File: src/rtl/abs_diff_err_sweeper_if.sv
// abs_diff_err_sweeper_if: control, DUT-operand and error-statistics bundle of the sweeper
interface abs_diff_err_sweeper_if #(parameter int W = 2, parameter int OW = 2);
   localparam int EW = (W > OW) ? W : OW;
   logic start;
   logic abort;
   logic busy;
   logic done;
   logic aborted;
   logic [W-1:0] dut_a;
   logic [W-1:0] dut_b;
   logic [OW-1:0] dut_y;
   logic [2*W:0] err_cnt;
   logic [EW-1:0] max_err;
   logic [2*W+EW-1:0] sum_err;
   logic first_vld;
   logic [2*W-1:0] first_vec;
   modport master (
      output start, abort, dut_y,
      input busy, done, aborted, dut_a, dut_b, err_cnt, max_err, sum_err, first_vld, first_vec
   );
   modport slave (
      input start, abort, dut_y,
      output busy, done, aborted, dut_a, dut_b, err_cnt, max_err, sum_err, first_vld, first_vec
   );
endinterface

File: src/rtl/abs_diff_err_sweeper.sv
// abs_diff_err_sweeper: exhaustive operand sweep and error statistics for an approximate |a-b| netlist
module abs_diff_err_sweeper #(
   parameter int W = 2,
   parameter int OW = 2,
   parameter int DUT_LAT = 0
) (
   input logic clk,
   input logic rst_n,
   abs_diff_err_sweeper_if.slave bus
);
   localparam int EW = (W > OW) ? W : OW;
   localparam int VW = 2 * W;
   localparam int PW = 1 + VW + W;
   localparam logic [VW-1:0] DRAIN_END = VW'(DUT_LAT > 0 ? DUT_LAT - 1 : 0);
   typedef enum logic [1:0] {ST_IDLE, ST_RUN, ST_DRAIN, ST_FIN} state_t;
   state_t state_q, state_d;
   logic [VW-1:0] v_q, v_d;
   logic aborted_q, aborted_d;
   logic first_vld_q, first_vld_d;
   logic [VW:0] err_cnt_q, err_cnt_d;
   logic [EW-1:0] max_err_q, max_err_d;
   logic [VW+EW-1:0] sum_err_q, sum_err_d;
   logic [VW-1:0] first_vec_q, first_vec_d;
   logic [W-1:0] a, b, exact;
   logic [EW-1:0] exact_e, y_e, err;
   logic [PW-1:0] iss, tail;
   logic issue, flush, tail_vld;
   always_comb begin
      a = v_q[W-1:0];
      b = v_q[VW-1:W];
      issue = state_q == ST_RUN;
      exact = (a >= b) ? a - b : b - a;
      iss = {issue, v_q, exact};
      flush = (state_q == ST_RUN || state_q == ST_DRAIN) && bus.abort;
      tail_vld = tail[PW-1] && !flush;
      exact_e = EW'(tail[W-1:0]);
      y_e = EW'(bus.dut_y);
      err = (exact_e >= y_e) ? exact_e - y_e : y_e - exact_e;
      state_d = state_q;
      v_d = v_q;
      aborted_d = aborted_q;
      first_vld_d = first_vld_q;
      err_cnt_d = err_cnt_q;
      max_err_d = max_err_q;
      sum_err_d = sum_err_q;
      first_vec_d = first_vec_q;
      if (tail_vld && err != '0) begin
         err_cnt_d = err_cnt_q + 1'b1;
         sum_err_d = sum_err_q + (VW+EW)'(err);
         max_err_d = (err > max_err_q) ? err : max_err_q;
         if (!first_vld_q) begin
            first_vld_d = 1'b1;
            first_vec_d = tail[VW+W-1:W];
         end
      end
      case (state_q)
         ST_IDLE: if (bus.start) begin
            state_d = ST_RUN;
            v_d = '0;
            aborted_d = 1'b0;
            first_vld_d = 1'b0;
            err_cnt_d = '0;
            max_err_d = '0;
            sum_err_d = '0;
            first_vec_d = '0;
         end
         ST_RUN: if (bus.abort) begin
            state_d = ST_IDLE;
            aborted_d = 1'b1;
            v_d = '0;
         end else begin
            v_d = v_q + 1'b1;
            if (v_q == '1) state_d = (DUT_LAT > 0) ? ST_DRAIN : ST_FIN;
         end
         ST_DRAIN: if (bus.abort) begin
            state_d = ST_IDLE;
            aborted_d = 1'b1;
            v_d = '0;
         end else begin
            v_d = (v_q == DRAIN_END) ? '0 : v_q + 1'b1;
            state_d = (v_q == DRAIN_END) ? ST_FIN : ST_DRAIN;
         end
         default: state_d = ST_IDLE;
      endcase
   end
   generate
      if (DUT_LAT == 0) begin : g_comb
         assign tail = iss;
      end else begin : g_pipe
         logic [PW-1:0] pipe_q [DUT_LAT];
         logic [PW-1:0] pipe_d [DUT_LAT];
         always_comb begin
            pipe_d[0] = flush ? '0 : iss;
            for (int i = 1; i < DUT_LAT; i++) pipe_d[i] = flush ? '0 : pipe_q[i-1];
         end
         always_ff @(posedge clk) begin
            if (!rst_n) for (int i = 0; i < DUT_LAT; i++) pipe_q[i] <= '0;
            else pipe_q <= pipe_d;
         end
         assign tail = pipe_q[DUT_LAT-1];
      end
   endgenerate
   always_ff @(posedge clk) begin
      if (!rst_n) begin
         state_q <= ST_IDLE;
         v_q <= '0;
         aborted_q <= 1'b0;
         first_vld_q <= 1'b0;
         err_cnt_q <= '0;
         max_err_q <= '0;
         sum_err_q <= '0;
         first_vec_q <= '0;
      end else begin
         state_q <= state_d;
         v_q <= v_d;
         aborted_q <= aborted_d;
         first_vld_q <= first_vld_d;
         err_cnt_q <= err_cnt_d;
         max_err_q <= max_err_d;
         sum_err_q <= sum_err_d;
         first_vec_q <= first_vec_d;
      end
   end
   // operands are forced to zero outside RUN so a pipelined netlist sees quiet inputs
   assign bus.dut_a = issue ? a : '0;
   assign bus.dut_b = issue ? b : '0;
   assign bus.busy = state_q == ST_RUN || state_q == ST_DRAIN;
   assign bus.done = state_q == ST_FIN;
   assign bus.aborted = aborted_q;
   assign bus.err_cnt = err_cnt_q;
   assign bus.max_err = max_err_q;
   assign bus.sum_err = sum_err_q;
   assign bus.first_vld = first_vld_q;
   assign bus.first_vec = first_vec_q;
endmodule

File: src/flat_wrapper.sv
// flat-port wrapper written by rule: the top's interface ports become plain ports
module abs_diff_err_sweeper_flat 
#(
   parameter int W = 2,
   parameter int OW = 2,
   parameter int DUT_LAT = 0
)
  (clk, rst_n, bus_start, bus_abort, bus_dut_y, bus_busy, bus_done, bus_aborted, bus_dut_a, bus_dut_b, bus_err_cnt, bus_max_err, bus_sum_err, bus_first_vld, bus_first_vec);
  abs_diff_err_sweeper_if #(.W(W), .OW(OW)) bus_i ();
  input logic clk;
  input logic rst_n;
  input wire logic [$bits(bus_i.start)-1:0] bus_start;
  input wire logic [$bits(bus_i.abort)-1:0] bus_abort;
  input wire logic [$bits(bus_i.dut_y)-1:0] bus_dut_y;
  output wire logic [$bits(bus_i.busy)-1:0] bus_busy;
  output wire logic [$bits(bus_i.done)-1:0] bus_done;
  output wire logic [$bits(bus_i.aborted)-1:0] bus_aborted;
  output wire logic [$bits(bus_i.dut_a)-1:0] bus_dut_a;
  output wire logic [$bits(bus_i.dut_b)-1:0] bus_dut_b;
  output wire logic [$bits(bus_i.err_cnt)-1:0] bus_err_cnt;
  output wire logic [$bits(bus_i.max_err)-1:0] bus_max_err;
  output wire logic [$bits(bus_i.sum_err)-1:0] bus_sum_err;
  output wire logic [$bits(bus_i.first_vld)-1:0] bus_first_vld;
  output wire logic [$bits(bus_i.first_vec)-1:0] bus_first_vec;
  assign bus_i.start = bus_start;
  assign bus_i.abort = bus_abort;
  assign bus_i.dut_y = bus_dut_y;
  assign bus_busy = bus_i.busy;
  assign bus_done = bus_i.done;
  assign bus_aborted = bus_i.aborted;
  assign bus_dut_a = bus_i.dut_a;
  assign bus_dut_b = bus_i.dut_b;
  assign bus_err_cnt = bus_i.err_cnt;
  assign bus_max_err = bus_i.max_err;
  assign bus_sum_err = bus_i.sum_err;
  assign bus_first_vld = bus_i.first_vld;
  assign bus_first_vec = bus_i.first_vec;
  abs_diff_err_sweeper #(.W(W), .OW(OW), .DUT_LAT(DUT_LAT)) u_core (.clk(clk), .rst_n(rst_n), .bus(bus_i));
endmodule
File: config.mk
export PLATFORM = sky130hd
export DESIGN_NAME = abs_diff_err_sweeper_flat
export DESIGN_NICKNAME = d
export VERILOG_FILES = /design/src/rtl/abs_diff_err_sweeper_if.sv /design/src/rtl/abs_diff_err_sweeper.sv /design/src/flat_wrapper.sv
export SDC_FILE = /design/constraint.sdc
export NUM_CORES = 1
export LEC_CHECK = 0
export ABC_AREA = 1
export CAP_MARGIN = 15
export CORE_MARGIN = 2
export CORE_UTILIZATION = 57
export DETAILED_ROUTE_END_ITERATION = 10
export PLACE_DENSITY_LB_ADDON = 0.15
export SETUP_SLACK_MARGIN = 0.1
export SLEW_MARGIN = 20
export SYNTH_ARGS = -nofsm -noshare
export SYNTH_HDL_FRONTEND = slang
export SYNTH_SLANG_ARGS = --single-unit
File: constraint.sdc
create_clock -name clk -period 8.3 [get_ports clk]
set_input_delay 1.66 -clock clk [delete_from_list [all_inputs] [get_ports clk]]
set_output_delay 1.66 -clock clk [all_outputs]
set_load 0.01 [all_outputs]
==> results of run 1 <==
sequential cells by signal (all words and copies together) (netlist names):
register,cells
u_core.v_q,4
u_core.bus.first_vec,4
u_core.state_q,2
u_core.bus.err_cnt,5
u_core.bus.aborted,1
u_core.bus.max_err,2
u_core.bus.sum_err,6
u_core.bus.first_vld,1
worst reg2reg max path: cells and delay by family, from the launching register on:
family | cells | cell delay (ns)
buffers and inverters | 2 | 0.17
AND/OR/NAND/NOR | 8 | 0.81
flip-flops | 1 | 0.49
AO/OA/AOI/OAI | 2 | 0.28
adder cells (fa/ha/maj) | 4 | 1.52
per-layer routing:
layer	vias up	global-route usage, %	share of wire [%]
li1	845	-	-
met1	680	25.7	48
met2	38	34.3	46
met3	5	1.95	4.3
met4	0	6.98	1.4
met5	-	0	0
report_power, final:
part / internal (mW) / total (mW) / switching (mW)
combinational: 0.0381 / 0.0948 / 0.0567
clock: 0.0185 / 0.0591 / 0.0406
sequential: 0.126 / 0.133 / 0.00648
total: 0.183 / 0.287 / 0.104
layout make-up:
| cell class | instances | area (um2) | area share [%] |
|---|---|---|---|
| timing repair buffer | 30 | 300 | 14.4 |
| tap | 33 | 41.3 | 1.97 |
| inverter | 51 | 193 | 9.21 |
| clock buffer | 3 | 22.5 | 1.08 |
| sequential | 25 | 500 | 23.9 |
| clock inverter | 1 | 7.51 | 0.359 |
| multi-input combinational | 176 | 1030 | 49.1 |
stage by stage:
stage          power (mW)  hold WS, ns  std cells  utilization, %  cell area, um2
3_5_place_dp        0.230        0.494        315            68.7            2060
4_1_cts             0.289        0.521        319            69.7            2090
2_1_floorplan       0.207        0.491        257               -            1770
3_3_place_gp        0.229        0.489        315            68.7            2060
6_report            0.287        0.521        319            69.7            2090
5_1_grt             0.307        0.540        319            69.7            2090
kinds of logic after synthesis:
family / after synthesis
and+or+nand+nor: 122
adders and majority gates: 23
xor gates and xnor gates: 1
AOI/OAI and AO/OA: 30
DFF: 25
buffers and inverters: 56
cell usage after synthesis:
master      n
nand2_1    59
inv_1      50
nor2_1     34
dfxtp_1    25
ha_1       20
a21oi_1    17
nand3_1    16
o21ai_0     6
buf_6       3
fa_1        3
nor2_2      3
buf_4       2
nand2_2     2
nand2_4     2
nand3b_1    2
a21boi_0    1
a21boi_1    1
a21o_1      1
a21oi_2     1
and2_1      1
clkinv_2    1
nand3_2     1
nand3_4     1
nor3_1      1
o2111ai_1   1
o21ai_1     1
o221a_2     1
xnor2_1     1
final timing paths:
path | startpoint | endpoint | slack (ns)
min | u_core.bus.sum_err[2] | u_core.bus.sum_err[2] | 0.52
min reg2reg | u_core.bus.sum_err[2] | u_core.bus.sum_err[2] | 0.52
max | bus_dut_y[0] | u_core.bus.sum_err[4] | 4.55
max reg2reg | u_core.v_q[0] | u_core.bus.sum_err[4] | 4.95
==> qor.json, run 1 <==
{
  "nets": 316,
  "final_hold_viol_count": 0,
  "worstPathCellList": "clkdlybuf4s50_1 -> ha_1 -> inv_1 -> fa_1 -> inv_1 -> nand2_1 -> nand2_2 -> fa_1 -> nor3_1 -> and2_1 -> nand3_1 -> nand2_1 -> nor2_1",
  "cp_num_buf_inv": 3,
  "drt-total-wl_um": 3250,
  "synthesis.instances": 257,
  "setup_total_negative_slack_ns": 0,
  "largest_family_of_logic_cells_by_synthesized_area": "simple AND/OR/NAND/NOR gates",
  "cts-resized-gates": 0,
  "finalWorstPathRequiredPeriod_ns": 3.75,
  "cts_tree": "built",
  "antenna_found_initial": 0,
  "unrepaired_setup_endpoints_after_global_routing": "no",
  "postSynthNetCount": 286,
  "xor_xnor_share_of_the_synthesized_area_pct": 0.495,
  "ys_types": 28,
  "synthDominantCellAreaShare_pct": 28.3,
  "via_count": 1568,
  "viasPerCell": 4.92,
  "maxCapViolations": 0,
  "p_per_area_nw_per_um2": 137,
  "netlist_area_before_placement_um2": 1770,
  "ys_ff_latch": 25,
  "max_freq_mhz": 266,
  "first_iter_violations": 113,
  "place_hpwl_um": 2530,
  "critical_path.slowest_cell": "clkdlybuf4s50_1",
  "worstPathArrival_ns": 4.00,
  "ctsHoldBuffers": 0,
  "globalRouteTotalUtil_pct": 19.9,
  "synth_compound_area_share_pct": 9.69,
  "cts_root_buffer": "clkbuf_4",
  "final_common_cell": "nand2_1",
  "synth-seq-area-share_pct": 28.3,
  "post-place-ws_ns": 4.18,
  "grt.overflow.total": 0,
  "syn_avg_cell_area_um2": 6.88,
  "cts_max_level": 1,
  "fp_rows": 20,
  "post_synth_mux_area_share_pct": 0,
  "post_drt_wl_per_cell_um": 10.2,
  "setup.worst_path.end_class": "flop",
  "arithmetic_cell_share_of_the_synthesized_area_counting_full_adders_half_adders_and_majority_gates_pct": 17.5,
  "cts_setup_buffers": 0,
  "critPathLaunchType": "input port",
  "drt_pass1_iterations": 5,
  "worst-path-max-fanout": 4,
  "final_max_slew_viol_count": 0,
  "worst_skew_pair.late_latency_ns": 0.33,
  "clkSinkCount": 25,
  "io-pin-count": 31,
  "required_arrival_time_at_the_worst_endpoint_ns": 8.55,
  "post_route_clock_skew_ns": 0.00190,
  "first_pass_grt_wire_length_um": 5510,
  "antenna_violating_nets_post_route": 0,
  "finalSetupViolCount": 0,
  "antenna_cells_inserted": 0,
  "remaining_drc_errors": 0,
  "die_width_um": 59.7,
  "n_fill_cell": 274,
  "maximum_number_of_pins_on_one_net_before_global_route_repair": 22,
  "tightestPinTransition_ns": 0.761,
  "place.port_buffers": 30,
  "synth_largest_area_cell": "dfxtp_1",
  "rr_worst_depth": 16,
  "worstHoldPathType": "reg2reg",
  "worstSetupPathType": "in2reg",
  "syn_to_final_growth_pct": 18.2,
  "core_region_area_um2": 3000,
  "clk_transition_reported_paths_ns": 0.15,
  "chip_height_um": 59.7,
  "last_weighted_congestion_value_of_the_routability_driven_placer": 0.863,
  "irDropWorstVdd_uv": 73.3,
  "final_layout_size_suffix_gt1_share_pct": 5.59,
  "count_of_cells_along_the_worst_hold_path": 2,
  "synthesis.yosys.warnings": 0,
  "fp.dieArea_um2": 3570,
  "final_cell_mix": "59 x nand2_1, 50 x inv_1, 34 x nor2_1, 30 x clkdlybuf4s50_1, 25 x dfxtp_1",
  "critical_path.top_delay_family": "adder cells",
  "tritoncts_buffer_count": 3,
  "run_status": "complete, no violations",
  "finalWorstSetupSlack_ns": 4.55,
  "worst_rel_slew_slack_pct": 49.3,
  "synthSimpleGateAreaFrac_pct": 30.3,
  "floorplan.initialDensity_pct": 58.9,
  "fin_crit_sh_pct": 45.2,
  "crit_cells": 13,
  "cellLeakagePower_nw": 0.996,
  "grt_pass1_vias": 1342,
  "critical_path.max_stage_delay_ns": 0.49,
  "cts_buffer_depth": 2,
  "synthTopCellsByArea": "dfxtp_1 28%, ha_1 14%, nand2_1 13%"
}
Power figures use the tool's default switching activity.
==> run 2, diff against run 1 <==
--- a/config.mk
+++ b/config.mk
@@ -8,7 +8,7 @@
 export ABC_AREA = 1
 export CAP_MARGIN = 15
 export CORE_MARGIN = 2
-export CORE_UTILIZATION = 57
+export CORE_UTILIZATION = 53
 export DETAILED_ROUTE_END_ITERATION = 10
 export PLACE_DENSITY_LB_ADDON = 0.15
 export SETUP_SLACK_MARGIN = 0.1
==> constraint.sdc (replaced) <==
create_clock -name clk -period 3.8 [get_ports clk]
set_input_delay 0.76 -clock clk [delete_from_list [all_inputs] [get_ports clk]]
set_output_delay 0.76 -clock clk [all_outputs]
set_load 0.01 [all_outputs]
==> qor.json, run 2 (synthesis gave the netlist of run 1 again) <==
{
  "max_freq_mhz": 300,
  "final_max_slew_viol_count": 0,
  "grt.overflow.total": 0,
  "finalSetupViolCount": 0,
  "fp.dieArea_um2": 3820,
  "grt_pass1_vias": 1367,
  "largest_reg_flops": 6,
  "first_pass_grt_wire_length_um": 5580,
  "final_layout_size_suffix_gt1_share_pct": 5.59,
  "last_weighted_congestion_value_of_the_routability_driven_placer": 0.919,
  "viasPerCell": 4.75,
  "cts_tree": "built",
  "regToRegSetupSlack_ns": 0.47,
  "worst-path-max-fanout": 6,
  "clk_transition_reported_paths_ns": 0.15,
  "cts_setup_buffers": 0,
  "via_count": 1566,
  "place_hpwl_um": 2660,
  "worstSetupPathType": "reg2reg",
  "cp-endpoint": "u_core.bus.sum_err[4]",
  "finalPower_uw": 628,
  "final_cell_area_um2": 2110,
  "drt_pass1_iterations": 4,
  "maxCapViolations": 0,
  "final_core_util_pct": 67.9,
  "rr_worst_depth": 16,
  "place.port_buffers": 30,
  "hold_slack_ns": 0.506,
  "fin_crit_sh_pct": 87.7,
  "maximum_number_of_pins_on_one_net_before_global_route_repair": 22,
  "remaining_drc_errors": 0,
  "run_status": "complete, no violations",
  "post_drt_wl_per_cell_um": 10.2,
  "floorplan.initialDensity_pct": 57.0,
  "hold_path.startpoint": "u_core.bus.sum_err[2]",
  "n_fill_cell": 288,
  "syn_to_final_growth_pct": 19.0,
  "final_hold_viol_count": 0,
  "cellLeakagePower_nw": 0.996,
  "fp_rows": 20,
  "clkSinkCount": 25,
  "final_common_cell": "nand2_1",
  "worstHoldPathType": "reg2reg",
  "rr_startpoint": "u_core.v_q[0]",
  "cts_buffer_depth": 2,
  "worstReg2RegEnd": "u_core.bus.sum_err[4]",
  "worstPathArrival_ns": 3.58,
  "cts_root_buffer": "clkbuf_4",
  "final_cell_mix": "59 x nand2_1, 50 x inv_1, 34 x nor2_1, 30 x clkdlybuf4s50_1, 25 x dfxtp_1",
  "core_region_area_um2": 3100,
  "antenna_violating_nets_post_route": 0,
  "ctsHoldBuffers": 0,
  "critPathLaunchType": "flop",
  "cts_max_level": 1,
  "dpl_cell_area_um2": 2080,
  "chip_height_um": 61.8,
  "cts-resized-gates": 0,
  "unrepaired_setup_endpoints_after_global_routing": "no",
  "finalWorstPathRequiredPeriod_ns": 3.33,
  "first_iter_violations": 52,
  "required_arrival_time_at_the_worst_endpoint_ns": 4.04,
  "cp-startpoint": "u_core.v_q[0]",
  "io-pin-count": 31,
  "worst_rel_slew_slack_pct": 49.7,
  "drt-total-wl_um": 3360,
  "irDropWorstVdd_uv": 170,
  "p_per_area_nw_per_um2": 298,
  "post_route_clock_skew_ns": 0.00260,
  "nets": 316,
  "die_width_um": 61.8,
  "antenna_found_initial": 0,
  "worst_skew_pair.late_latency_ns": 0.32,
  "tightestPinTransition_ns": 0.755,
  "antenna_cells_inserted": 0,
  "setup.worst_path.end_class": "flop",
  "tritoncts_buffer_count": 3,
  "setup_total_negative_slack_ns": 0,
  "globalRouteTotalUtil_pct": 19.3
}
==> run 2: cell type report <==
class	instances	area [um2]	area share (%)
multi-input combinational	176	1030	48.8
sequential	25	500	23.8
timing repair buffer	30	300	14.3
inverter	51	193	9.15
tap	44	55.1	2.61
clock buffer	3	22.5	1.07
clock inverter	1	7.51	0.357
==> run 2: worst min path at each step <==
stage | endpoint | slack (ns) | cells after the start
4_1_cts | u_core.bus.sum_err[2] | 0.51 | 2
6_report | u_core.bus.sum_err[2] | 0.51 | 2
2_1_floorplan | u_core.state_q[1] | 0.49 | 2
3_3_place_gp | u_core.bus.sum_err[2] | 0.49 | 2
3_5_place_dp | u_core.bus.sum_err[2] | 0.49 | 2
5_1_grt | u_core.bus.sum_err[2] | 0.53 | 2
==> run 2: worst max-delay path, stage by stage (launching register included) <==
cell and delay [ns]:
dfxtp_1 0.46, inv_1 0.12, ha_1 0.22, fa_1 0.35, a21boi_0 0.14, nand2_1 0.08, o21ai_0 0.14, fa_1 0.53
inv_1 0.04, nand2_1 0.07, nand2_2 0.10, fa_1 0.42, nor3_1 0.21, and2_1 0.18, nand3_1 0.07, nand2_1 0.07
nor2_1 0.04
==> run 2: layer usage <==
| layer | GRT usage (%) | vias up | share of wire [%] |
|---|---|---|---|
| met5 | 0 | - | 0 |
| met4 | 6.99 | 0 | 0.89 |
| met3 | 2.69 | 4 | 2.5 |
| met2 | 33.7 | 24 | 48 |
| met1 | 24.4 | 693 | 49 |
| li1 | - | 845 | - |
==> run 2: report_power, final <==
part / internal [mW] / leakage (nW) / switching [mW]
registers: 0.276 / 0.202 / 0.0139
logic: 0.0832 / 0.780 / 0.126
clock network: 0.0402 / 0.0139 / 0.0886
==> run 2: stage by stage <==
step | worst slack, ns | instances
after floorplan | 0.731 | 257
after global placement | 0.622 | 326
after detailed placement | 0.470 | 326
after CTS | 0.447 | 330
after global routing | 0.247 | 330
final | 0.466 | 330
